[src/rtl/iq_unpack_if.sv]
// Byte-FIFO read side plus I/Q FIFO write sides of the sample unpacker.
// master = unpacker, slave = surrounding FIFOs (or a bench).
interface iq_unpack_if #(
  parameter int BYTE_WIDTH = 8,
  parameter int DATA_WIDTH = 32
);
  logic [BYTE_WIDTH-1:0] in_dout;
  logic                  in_empty;
  logic                  in_rd_en;
  logic [DATA_WIDTH-1:0] i_out;
  logic                  i_wr_en;
  logic                  i_full;
  logic [DATA_WIDTH-1:0] q_out;
  logic                  q_wr_en;
  logic                  q_full;

  modport master (
    input  in_dout, in_empty, i_full, q_full,
    output in_rd_en, i_out, i_wr_en, q_out, q_wr_en
  );

  modport slave (
    output in_dout, in_empty, i_full, q_full,
    input  in_rd_en, i_out, i_wr_en, q_out, q_wr_en
  );
endinterface

[src/rtl/iq_unpack.sv]
// Unpacks interleaved 16-bit I/Q byte pairs into quantized I and Q FIFO pushes; IQ_UNPACK_BIG_ENDIAN_EN selects big-endian samples.
// 4 pop cycles then 1 write cycle per pair; a full I or Q FIFO holds the write and stops all input pops.
module iq_unpack #(
  parameter int DATA_WIDTH  = 32,
  parameter int BYTE_WIDTH  = 8,
  parameter int SAMPLE_BITS = 16,
  parameter int QUANT_BITS  = 10
) (
  input  logic         clk,
  input  logic         rst_n,
  iq_unpack_if.master  bus
);

  typedef enum logic {READ, WRITE} state_t;

  state_t                          state;
  state_t                          state_nxt;
  logic [1:0]                      byte_cnt;
  logic [3:0][BYTE_WIDTH-1:0]      byte_buf;
  logic                            pop;
  logic                            push;
  logic [SAMPLE_BITS-1:0]          i_raw;
  logic [SAMPLE_BITS-1:0]          q_raw;
  logic [DATA_WIDTH-1:0]           i_quant;
  logic [DATA_WIDTH-1:0]           q_quant;

  always_ff @(posedge clk or negedge rst_n) begin
    if (!rst_n) begin
      state <= READ;
    end else begin
      state <= state_nxt;
    end
  end

  // byte_cnt wraps 3 -> 0 on the 4th pop, which is exactly the hand-off to WRITE
  always_ff @(posedge clk or negedge rst_n) begin
    if (!rst_n) begin
      byte_cnt <= '0;
      byte_buf <= '0;
    end else if (pop) begin
      byte_buf[byte_cnt] <= bus.in_dout;
      byte_cnt           <= byte_cnt + 2'd1;
    end
  end

  always_comb begin
    state_nxt = state;
    pop       = 1'b0;
    push      = 1'b0;
    case (state)
      READ: begin
        if (rst_n && !bus.in_empty) begin
          pop = 1'b1;
          if (byte_cnt == 2'd3) begin
            state_nxt = WRITE;
          end
        end
      end
      WRITE: begin
        if (!bus.i_full && !bus.q_full) begin
          push      = 1'b1;
          state_nxt = READ;
        end
      end
      default: state_nxt = READ;
    endcase
  end

`ifdef IQ_UNPACK_BIG_ENDIAN_EN
  assign i_raw = {byte_buf[0], byte_buf[1]};
  assign q_raw = {byte_buf[2], byte_buf[3]};
`else
  assign i_raw = {byte_buf[1], byte_buf[0]};
  assign q_raw = {byte_buf[3], byte_buf[2]};
`endif

  // Needs DATA_WIDTH >= SAMPLE_BITS + QUANT_BITS; no saturation is applied
  assign i_quant = {{(DATA_WIDTH-SAMPLE_BITS){i_raw[SAMPLE_BITS-1]}}, i_raw} << QUANT_BITS;
  assign q_quant = {{(DATA_WIDTH-SAMPLE_BITS){q_raw[SAMPLE_BITS-1]}}, q_raw} << QUANT_BITS;

  assign bus.in_rd_en = pop;
  assign bus.i_wr_en  = push;
  assign bus.q_wr_en  = push;
  assign bus.i_out    = push ? i_quant : '0;
  assign bus.q_out    = push ? q_quant : '0;

endmodule

[src/flat_wrapper.sv]
// flat-port wrapper written by rule: the top's interface ports become plain ports
module iq_unpack_flat 
#(
  parameter int DATA_WIDTH  = 32,
  parameter int BYTE_WIDTH  = 8,
  parameter int SAMPLE_BITS = 16,
  parameter int QUANT_BITS  = 10
)
  (clk, rst_n, bus_in_dout, bus_in_empty, bus_i_full, bus_q_full, bus_in_rd_en, bus_i_out, bus_i_wr_en, bus_q_out, bus_q_wr_en);
  iq_unpack_if #(.BYTE_WIDTH(BYTE_WIDTH), .DATA_WIDTH(DATA_WIDTH)) bus_i ();
  input  logic clk;
  input  logic rst_n;
  input wire logic [$bits(bus_i.in_dout)-1:0] bus_in_dout;
  input wire logic [$bits(bus_i.in_empty)-1:0] bus_in_empty;
  input wire logic [$bits(bus_i.i_full)-1:0] bus_i_full;
  input wire logic [$bits(bus_i.q_full)-1:0] bus_q_full;
  output wire logic [$bits(bus_i.in_rd_en)-1:0] bus_in_rd_en;
  output wire logic [$bits(bus_i.i_out)-1:0] bus_i_out;
  output wire logic [$bits(bus_i.i_wr_en)-1:0] bus_i_wr_en;
  output wire logic [$bits(bus_i.q_out)-1:0] bus_q_out;
  output wire logic [$bits(bus_i.q_wr_en)-1:0] bus_q_wr_en;
  assign bus_i.in_dout = bus_in_dout;
  assign bus_i.in_empty = bus_in_empty;
  assign bus_i.i_full = bus_i_full;
  assign bus_i.q_full = bus_q_full;
  assign bus_in_rd_en = bus_i.in_rd_en;
  assign bus_i_out = bus_i.i_out;
  assign bus_i_wr_en = bus_i.i_wr_en;
  assign bus_q_out = bus_i.q_out;
  assign bus_q_wr_en = bus_i.q_wr_en;
  iq_unpack #(.DATA_WIDTH(DATA_WIDTH), .BYTE_WIDTH(BYTE_WIDTH), .SAMPLE_BITS(SAMPLE_BITS), .QUANT_BITS(QUANT_BITS)) u_core (.clk(clk), .rst_n(rst_n), .bus(bus_i));
endmodule
[config.mk]
export PLATFORM = sky130hd
export DESIGN_NAME = iq_unpack_flat
export DESIGN_NICKNAME = d
export VERILOG_FILES = /design/src/rtl/iq_unpack_if.sv /design/src/rtl/iq_unpack.sv /design/src/flat_wrapper.sv
export SDC_FILE = /design/constraint.sdc
export NUM_CORES = 1
export LEC_CHECK = 0
export CAP_MARGIN = 15
export CORE_ASPECT_RATIO = 0.75
export CORE_MARGIN = 2
export CORE_UTILIZATION = 40
export DETAILED_ROUTE_END_ITERATION = 12
export PLACE_DENSITY = 0.74
export SLEW_MARGIN = 20
export SYNTH_ARGS = -nofsm -noshare
export SYNTH_HDL_FRONTEND = slang
export SYNTH_SLANG_ARGS = --single-unit
export TNS_END_PERCENT = 30
[constraint.sdc]
create_clock -name clk -period 3.2 [get_ports clk]
set_input_delay 0.32 -clock clk [delete_from_list [all_inputs] [get_ports clk]]
set_output_delay 0.32 -clock clk [all_outputs]
set_load 0.01 [all_outputs]
Word level (Yosys, flattened, before mapping)
Cells that the tools add are included.
- register bits after elaboration: 35
- input port bits: 13
- output and inout bits: 67
- logic and storage cells: 30
- add/sub/neg operators: 1
- $lt $le $gt $ge: 2
- equality and inequality tests: 1
- muxes and demuxes: 13
- bitwise logic cells: 1
- reduce and logical (&&, ||, !) cells: 6
- operators by type and width (cell ; number):
    $mux W32 ; 2
    $bwmux W32 ; 1
    $demux W8 S2 ; 1
    $mux W8 ; 1
    $mux W1 ; 7
    $logic_and A1 B1 Y1 ; 3
    $logic_not A1 Y1 ; 3
    $lt A2 B3 Y1 const B ; 1
    $add A2 B1 Y2 const B ; 1
    $eq A2 B2 Y1 const B ; 1
    $ge A2 B1 Y1 const B ; 1
    $pmux W1 S2 ; 1
    $not A1 Y1 ; 1

Logic depth before layout (Yosys ltp)
Gate-level depths: netlist (run 1).
- depth after elaboration: 5
- depth in mapped cells: 5
- gate-level depth less buffers: 4

Worst setup path after synthesis (run 1)
Ideal clock, no wire load.
- path type: register -> output
- start point: register u_core.state
- end point: output port bus_i_out[26]
- arrival time: 1.271 ns
- setup slack: 1.609 ns
- stages on the path, launching flop included: 5
- path buffers: 2
- cell sequence: dfrtp_1 nor3b_2 buf_2 and2_1 buf_4
- cells in the longest elaborated chain, start to end: 2
- ends and longest elaborated chain (element ; RTL line ; text):
    start: declaration ; iq_unpack.sv:16 ; state_t state;
    start signal: assignment ; iq_unpack.sv:31 ; state <= state_nxt;
    $mux W1 ; iq_unpack.sv:50 ; case (state)
    $mux W32 ; iq_unpack.sv:84 ; assign bus.i_out = push ? i_quant : '0;
    end: declaration ; flat_wrapper.sv:18 ; output wire logic [$bits(bus_i.i_out)-1:0] bus_i_out;
No other way between the ends.

Worst setup path after layout (run 1)
- start point: input port bus_q_full
- end point: output port bus_q_out[25]
- cells in the longest elaborated chain, start to end: 5
- ends and longest elaborated chain (element ; RTL line ; text):
    start: declaration ; flat_wrapper.sv:16 ; input wire logic [$bits(bus_i.q_full)-1:0] bus_q_full;
    $logic_not A1 Y1 ; iq_unpack.sv:60 ; if (!bus.i_full && !bus.q_full) begin
    $logic_and A1 B1 Y1 ; iq_unpack.sv:60 ;
    $mux W1 ; iq_unpack.sv:60 ;
    $mux W1 ; iq_unpack.sv:50 ;
    $mux W32 ; iq_unpack.sv:85 ; assign bus.q_out = push ? q_quant : '0;
    end: declaration ; flat_wrapper.sv:20 ; output wire logic [$bits(bus_i.q_out)-1:0] bus_q_out;
No other way between the ends.

==> results of run 1 <==
==> cells by family after synthesis <==
| logic type | after synthesis | synth area share |
|---|---|---|
| AO/OA/AOI/OAI | 1 | 0.00369 |
| adder cells (fa/ha/maj) | 4 | 0.0246 |
| buffers and inverters | 42 | 0.155 |
| multiplexers | 33 | 0.242 |
| AND/OR/NAND/NOR | 39 | 0.138 |
| flip-flops | 35 | 0.431 |
| other | 1 | 0.00184 |
| XOR/XNOR | 1 | 0.00431 |
==> power groups by stage <==
stage	sequential (W)	combinational (W)	clock [W]
2_1_floorplan	0.000750	0.000531	0
3_3_place_gp	0.000789	0.000631	0
3_5_place_dp	0.000797	0.000651	0
4_1_cts	0.000792	0.000658	0.000318
5_1_grt	0.000822	0.000700	0.000333
6_report	0.000789	0.000648	0.000305
==> layout make-up <==
| type | instances | area [sq um] |
|---|---|---|
| repair buffers | 62 | 611 |
| fillers | 462 | 2330 |
| clock inverters | 1 | 5.00 |
| inverters | 2 | 7.51 |
| multi-input cells | 98 | 915 |
| flip-flops and latches | 35 | 876 |
| clock buffers | 7 | 76.3 |
| well taps | 60 | 75.1 |
==> cell usage after synthesis (all sizes together) <==
| cell type | number |
|---|---|
| buf | 40 |
| dfrtp | 35 |
| mux2 | 33 |
| and2 | 32 |
| and4bb | 4 |
| ha | 4 |
| inv | 2 |
| nor3b | 2 |
| conb | 1 |
| o21a | 1 |
| or2 | 1 |
| xnor2 | 1 |
==> how the worst max path moves through the flow <==
stage / depth (start not counted) / endpoint / start
global route: 4 / bus_i_out[27] / u_core.state$_DFF_PN0_
global placement: 5 / bus_q_out[26] / bus_q_full
detailed placement: 5 / bus_i_out[27] / bus_q_full
CTS: 4 / bus_i_out[27] / u_core.state$_DFF_PN0_
floorplan: 4 / bus_i_out[26] / u_core.state$_DFF_PN0_
finish: 5 / bus_q_out[25] / bus_q_full
==> flip-flops by register name, indices dropped and copies added (netlist names) <==
name / cells
u_core.byte_buf: 32
u_core.byte_cnt: 2
u_core.state: 1
==> worst register-to-register path: stages, from the launching register on <==
cell and delay (ps):
sky130_fd_sc_hd__dfrtp_1 400, sky130_fd_sc_hd__inv_1 120, sky130_fd_sc_hd__ha_1 150, sky130_fd_sc_hd__and4bb_1 590, sky130_fd_sc_hd__mux2_4 350
==> through the flow <==
stage	power, W	utilization	instance area [sq um]
floorplan	0.00128	-	2110
global placement	0.00142	0.505	2470
detailed placement	0.00145	0.505	2470
CTS	0.00177	0.523	2560
global route	0.00185	0.523	2560
finish	0.00174	0.523	2560
==> layer usage <==
layer  wire length, um  vias up
met2              1810       38
met3               160        7
met1              1690      578
li1                  -      552
met5                 0        -
met4                48        0
==> reports/results.md, run 1 <==
| Result | Value |
|---|---|
| CTS clk-pin slew, worst paths | 70 ps |
| Number of non-filler instances in the completed layout | 265 |
| Sum Neg Setup Slack | 0 ps |
| Largest net degree at the start of global routing | 35 |
| Register-to-register path setup slack | 1470 ps |
| Via count of the first global-routing pass | 1179 |
| Leakage dissipation | 1.15 nW |
| Synth Cell Area | 0.00203 sq mm |
| Final min period | 2440 ps |
| Initial Util | 0.415 |
| Number of violations reported at the end of detailed-routing iteration 0 | 27 |
| N_diodes | 0 |
| Power density cells | 679 mW/mm^2 |
| Largest area contributor in the synthesized netlist | sky130_fd_sc_hd__dfrtp_1 |
| Wire length reported by the detailed router | 3710 um |
| Critical path capture point type | primary output |
| Slack of the critical path | 765 ps |
| Switching share of power | 0.277 |
| Worst slack, placed | 740 ps |
| Routability congestion estimate | 0.675 |
| Class of the most critical setup path | input pin to primary output |
| Number of nets at the end of the flow | 221 |
| Setup clock skew after layout | 6.62 ps |
| Leading cell types in the layout, fill and taps excluded | 58 x sky130_fd_sc_hd__clkdlybuf4s50_1, 35 x sky130_fd_sc_hd__dfrtp_1, 32 x sky130_fd_sc_hd__and2_1, 32 x sky130_fd_sc_hd__mux2_4, 20 x sky130_fd_sc_hd__conb_1 |
| Vias | 1175 |
| Global-route wire length before repair | 5870 um |
| Number of cells traversed by the worst register-to-register path | 4 |
| Most frequent standard cell in the layout excluding fill and tap cells | sky130_fd_sc_hd__clkdlybuf4s50_1 |
| Min-delay worst type | input pin to asynchronous set/reset pin |
| Setup violators final | 0 |
| Gr usage total | 0.138 |
| Number of buffers inserted during clock tree synthesis | 5 |
| Post-CTS setup repair buffer count | 0 |
| Final Slew Violations | 0 |
| Net Sw Power | 0.000483 W |
| Crit-path most repeated cell | sky130_fd_sc_hd__clkdlybuf4s50_1 |
| Number of buffers and inverters on the critical path | 3 |
| Worst relative slew slack | 0.588 |
| Number of antenna violations at the first check in global routing | 0 |
| Sink Count | 35 |
| H-tree depth | 2 |
| Run status | completed |
| Area growth from synthesis to final layout | 26.1% |
| Met2 track demand over resource | 0.222 |
| CP Data Required Time | 2880 ps |
| Die boundary height | 65.8 um |
| Max stage delay on crit path | 580 ps |
| I/O pins | 80 |
| R2R Path End | u_core.byte_buf[18]$_DFFE_PN0P_ |
| Count of nets left with antenna violations after detail routing | 0 |
| Internal | 0.00126 W |
| Die X-Extent | 86.4 um |
| Share of the clock period used by the worst path after layout | 0.761 |
| Met1 capacity usage during global routing | 0.180 |
| Top cells by area in the synthesized netlist | sky130_fd_sc_hd__dfrtp_1 43%, sky130_fd_sc_hd__mux2_4 24%, sky130_fd_sc_hd__buf_4 12% |
| Share of cells above drive strength 1 | 0.210 |
| CTS max path bufs | 2 |
| Max_cap viols | 0 |
| Area of the die | 0.00568 sq mm |
| DRC violations left | 0 |
| WHS | 425 ps |
| Comb pwr share | 0.372 |
| Category of the worst setup path launch point | input pin |
| Number of placed instances with taps included | 256 |
| Synthesis warning total | 0 |
| Avg WL per Cell | 14.0 um |
| Top Family by Delay on Critical Path | buffers and inverters |
| Unrepaired setup endpoints after global routing | no |
| Mapped Avg Cell Area | 13.0 sq um |
| Crit path max-delay cell type | sky130_fd_sc_hd__clkdlybuf4s50_1 |
| Overall overflow remaining after global route | 0 |
| Count of hold buffers inserted by post-cts repair | 1 |
| Root Buffer Master | sky130_fd_sc_hd__clkbuf_8 |
| Initial DRT Pass Iterations | 4 |
| Cell Chain, Critical Path | clkdlybuf4s50_1 -> nor3b_2 -> buf_4 -> and2_1 -> clkdlybuf4s50_1 |
| Port buffer count | 59 |
| Clock tree from TritonCTS | yes |
| Reg power frac | 0.453 |
| Final Hold Fails | 0 |
| Actual transition at the worst max-transition pin | 618 ps |
| Maximum VDD drop | 0.332 mV |
| Most heavily used metal layer in global routing | met2 |
| Achievable clock frequency | 411 MHz |
| Total of flip-flops plus latches after synthesis | 35 |
| Resize count post-CTS | 0 |
| Later-pin clock latency in the skew report | 280 ps |
| Placement Rows | 22 |
| Area of the core | 0.00490 sq mm |
| Vias/cell | 4.43 |
| Data arrival time at the worst-slack endpoint | 2120 ps |
| Portion of synthesized cell area occupied by the leading cell type | 0.431 |
| Half-perimeter wire length after placement | 2610 um |
| Post-synthesis cell count | 156 |
| Distinct cells, synth | 15 |
| Met3 global-route usage | 0.0352 |
| Maximum fanout along the worst path | 34 |
| Start of the worst register-to-register path | u_core.byte_cnt[0]$_DFFE_PN0P_ |
| Sequential area share after synthesis | 0.431 |
| Clock power share | 0.175 |
Note: power is estimated with default switching activity, not from simulation.
==> run 2: changes to the inputs <==
==> constraint.sdc (replaced) <==
create_clock -name clk -period 2.4 [get_ports clk]
set_input_delay 0.24 -clock clk [delete_from_list [all_inputs] [get_ports clk]]
set_output_delay 0.24 -clock clk [all_outputs]
set_load 0.01 [all_outputs]
==> run 2 against run 1 <==
Cell area rose by 0.98%. Setup slack got worse by 610 ps. Critical path depth decreased by 1. Critical endpoint unchanged. Routed wire length fell by 0.84%. Flip-flop and latch count stayed put. Register-to-register slack got worse by 800 ps. Sequential share of layout area decreased by 0.33 points. Clock power rose by 37%. Largest power group unchanged.
==> reports/results.md, run 2 (synthesis gave the netlist of run 1 again) <==
| Result | Value |
|---|---|
| Final Slew Violations | 0 |
| Run status | completed |
| R2R Path End | u_core.byte_buf[18]$_DFFE_PN0P_ |
| Vias | 1159 |
| Share of the clock period used by the worst path after layout | 0.937 |
| Area of the die | 0.00568 sq mm |
| Number of buffers inserted during clock tree synthesis | 5 |
| Data arrival time at the worst-slack endpoint | 2010 ps |
| Via count of the first global-routing pass | 1084 |
| H-tree depth | 2 |
| Min-delay worst type | input pin to asynchronous set/reset pin |
| Most frequent standard cell in the layout excluding fill and tap cells | sky130_fd_sc_hd__clkdlybuf4s50_1 |
| Post-CTS setup repair buffer count | 0 |
| N_diodes | 0 |
| Initial DRT Pass Iterations | 4 |
| Initial Util | 0.415 |
| Maximum VDD drop | 0.423 mV |
| Unrepaired setup endpoints after global routing | no |
| Register-to-register path setup slack | 670 ps |
| Wire length reported by the detailed router | 3680 um |
| Number of cells traversed by the worst register-to-register path | 4 |
| Die boundary height | 65.8 um |
| Register name with the most flops | u_core.byte_buf |
| Sink Count | 35 |
| Actual transition at the worst max-transition pin | 618 ps |
| Number of antenna violations at the first check in global routing | 0 |
| Achievable clock frequency | 445 MHz |
| Leakage dissipation | 1.16 nW |
| Sum Neg Setup Slack | 0 ps |
| CP Data Required Time | 2160 ps |
| Setup violators final | 0 |
| Category of the worst setup path launch point | flop |
| Vias/cell | 4.36 |
| Overall overflow remaining after global route | 0 |
| Flip-flop count of the largest register after layout | 32 |
| Top flop regs | u_core.byte_buf: 32 flops, u_core.byte_cnt: 2 flops, u_core.state: 1 flops |
| CTS clk-pin slew, worst paths | 70 ps |
| WHS | 349 ps |
| Class of the most critical setup path | flop to primary output |
| Crit path max-delay cell type | sky130_fd_sc_hd__clkdlybuf4s50_1 |
| Number of placed instances with taps included | 257 |
| Number of non-filler instances in the completed layout | 266 |
| Port buffer count | 59 |
| Avg WL per Cell | 13.8 um |
| Global-route wire length before repair | 5700 um |
| Root Buffer Master | sky130_fd_sc_hd__clkbuf_8 |
| Later-pin clock latency in the skew report | 290 ps |
| Power density cells | 902 mW/mm^2 |
| Share of cells above drive strength 1 | 0.223 |
| Number of violations reported at the end of detailed-routing iteration 0 | 71 |
| CTS max path bufs | 2 |
| Leading cell types in the layout, fill and taps excluded | 58 x sky130_fd_sc_hd__clkdlybuf4s50_1, 35 x sky130_fd_sc_hd__dfrtp_1, 32 x sky130_fd_sc_hd__mux2_4, 31 x sky130_fd_sc_hd__and2_1, 20 x sky130_fd_sc_hd__conb_1 |
| Area growth from synthesis to final layout | 27.3% |
| Final min period | 2250 ps |
| Number of nets at the end of the flow | 222 |
| I/O pins | 80 |
| Critical path capture point type | primary output |
| Setup clock skew after layout | 5.06 ps |
| Clock tree from TritonCTS | yes |
| Worst relative slew slack | 0.588 |
| Half-perimeter wire length after placement | 2640 um |
| Cell Chain, Critical Path | nor3b_2 -> buf_12 -> and2_1 -> clkdlybuf4s50_1 |
| Gr usage total | 0.135 |
| Routability congestion estimate | 0.669 |
| Placement Rows | 22 |
| Area of the core | 0.00490 sq mm |
| Max_cap viols | 0 |
| Final Hold Fails | 0 |
| DRC violations left | 0 |
| Count of nets left with antenna violations after detail routing | 0 |
| Die X-Extent | 86.4 um |
| Maximum fanout along the worst path | 34 |
| Max stage delay on crit path | 570 ps |
| Largest net degree at the start of global routing | 35 |
| Start of the worst register-to-register path | u_core.byte_cnt[0]$_DFFE_PN0P_ |
[run 2: cell type report]
type | instances | area (sq um)
fill | 435 | 2310
multi-input combinational | 98 | 916
sequential | 35 | 876
timing repair buffer | 63 | 631
tap | 60 | 75.1
clock buffer | 6 | 72.6
clock inverter | 2 | 12.5
inverter | 2 | 7.51
[run 2: where the power goes]
group,leakage [nW],switching (W),internal [W]
Sequential,0.422,0.000167,0.000886
Clock,0.0412,0.000215,0.000203
Combinational,0.696,0.000271,0.000595
Total,1.16,0.000653,0.00168
[run 2: timing repair]
action	in CTS	in global routing
resized for setup	0	1
hold buffers	1	0
setup endpoints to repair	0	1
endpoints found under the hold margin	7	0
[run 2: worst max path at each step]
stage                                       from             to  slack [ps]  depth (start not counted)
after floorplan           u_core.state$_DFF_PN0_  bus_i_out[26]         890                          4
after global placement                bus_q_full  bus_q_out[30]         220                          5
after detailed placement              bus_q_full  bus_i_out[27]         170                          5
after CTS                 u_core.state$_DFF_PN0_  bus_i_out[27]          80                          4
after global routing      u_core.state$_DFF_PN0_  bus_q_out[26]          20                          4
final                     u_core.state$_DFF_PN0_  bus_q_out[25]         150                          4
[run 2: routing by layer]
| layer | global-route usage | part of all wire | vias up |
|---|---|---|---|
| met4 | 0.0645 | 0.014 | 0 |
| met1 | 0.178 | 0.46 | 561 |
| li1 | - | - | 552 |
| met5 | 0 | 0 | - |
| met3 | 0.0352 | 0.049 | 5 |
| met2 | 0.208 | 0.47 | 41 |
[run 2: critical path: cells and delay by family (launching register included)]
| kind | cells | cell delay (ps) |
|---|---|---|
| flip-flops | 1 | 440 |
| AND/OR/NAND/NOR | 2 | 510 |
| buffers and inverters | 2 | 760 |
[run 2: metrics by stage]
| stage | area [sq um] | setup WS [ps] | utilization | power (W) |
|---|---|---|---|---|
| 3_3_place_gp | 2490 | 222 | 0.509 | 0.00190 |
| 2_1_floorplan | 2110 | 889 | - | 0.00171 |
| 4_1_cts | 2590 | 80.5 | 0.528 | 0.00237 |
| 5_1_grt | 2590 | 22.9 | 0.529 | 0.00248 |
| 3_5_place_dp | 2490 | 166 | 0.509 | 0.00193 |
| 6_report | 2590 | 151 | 0.529 | 0.00234 |
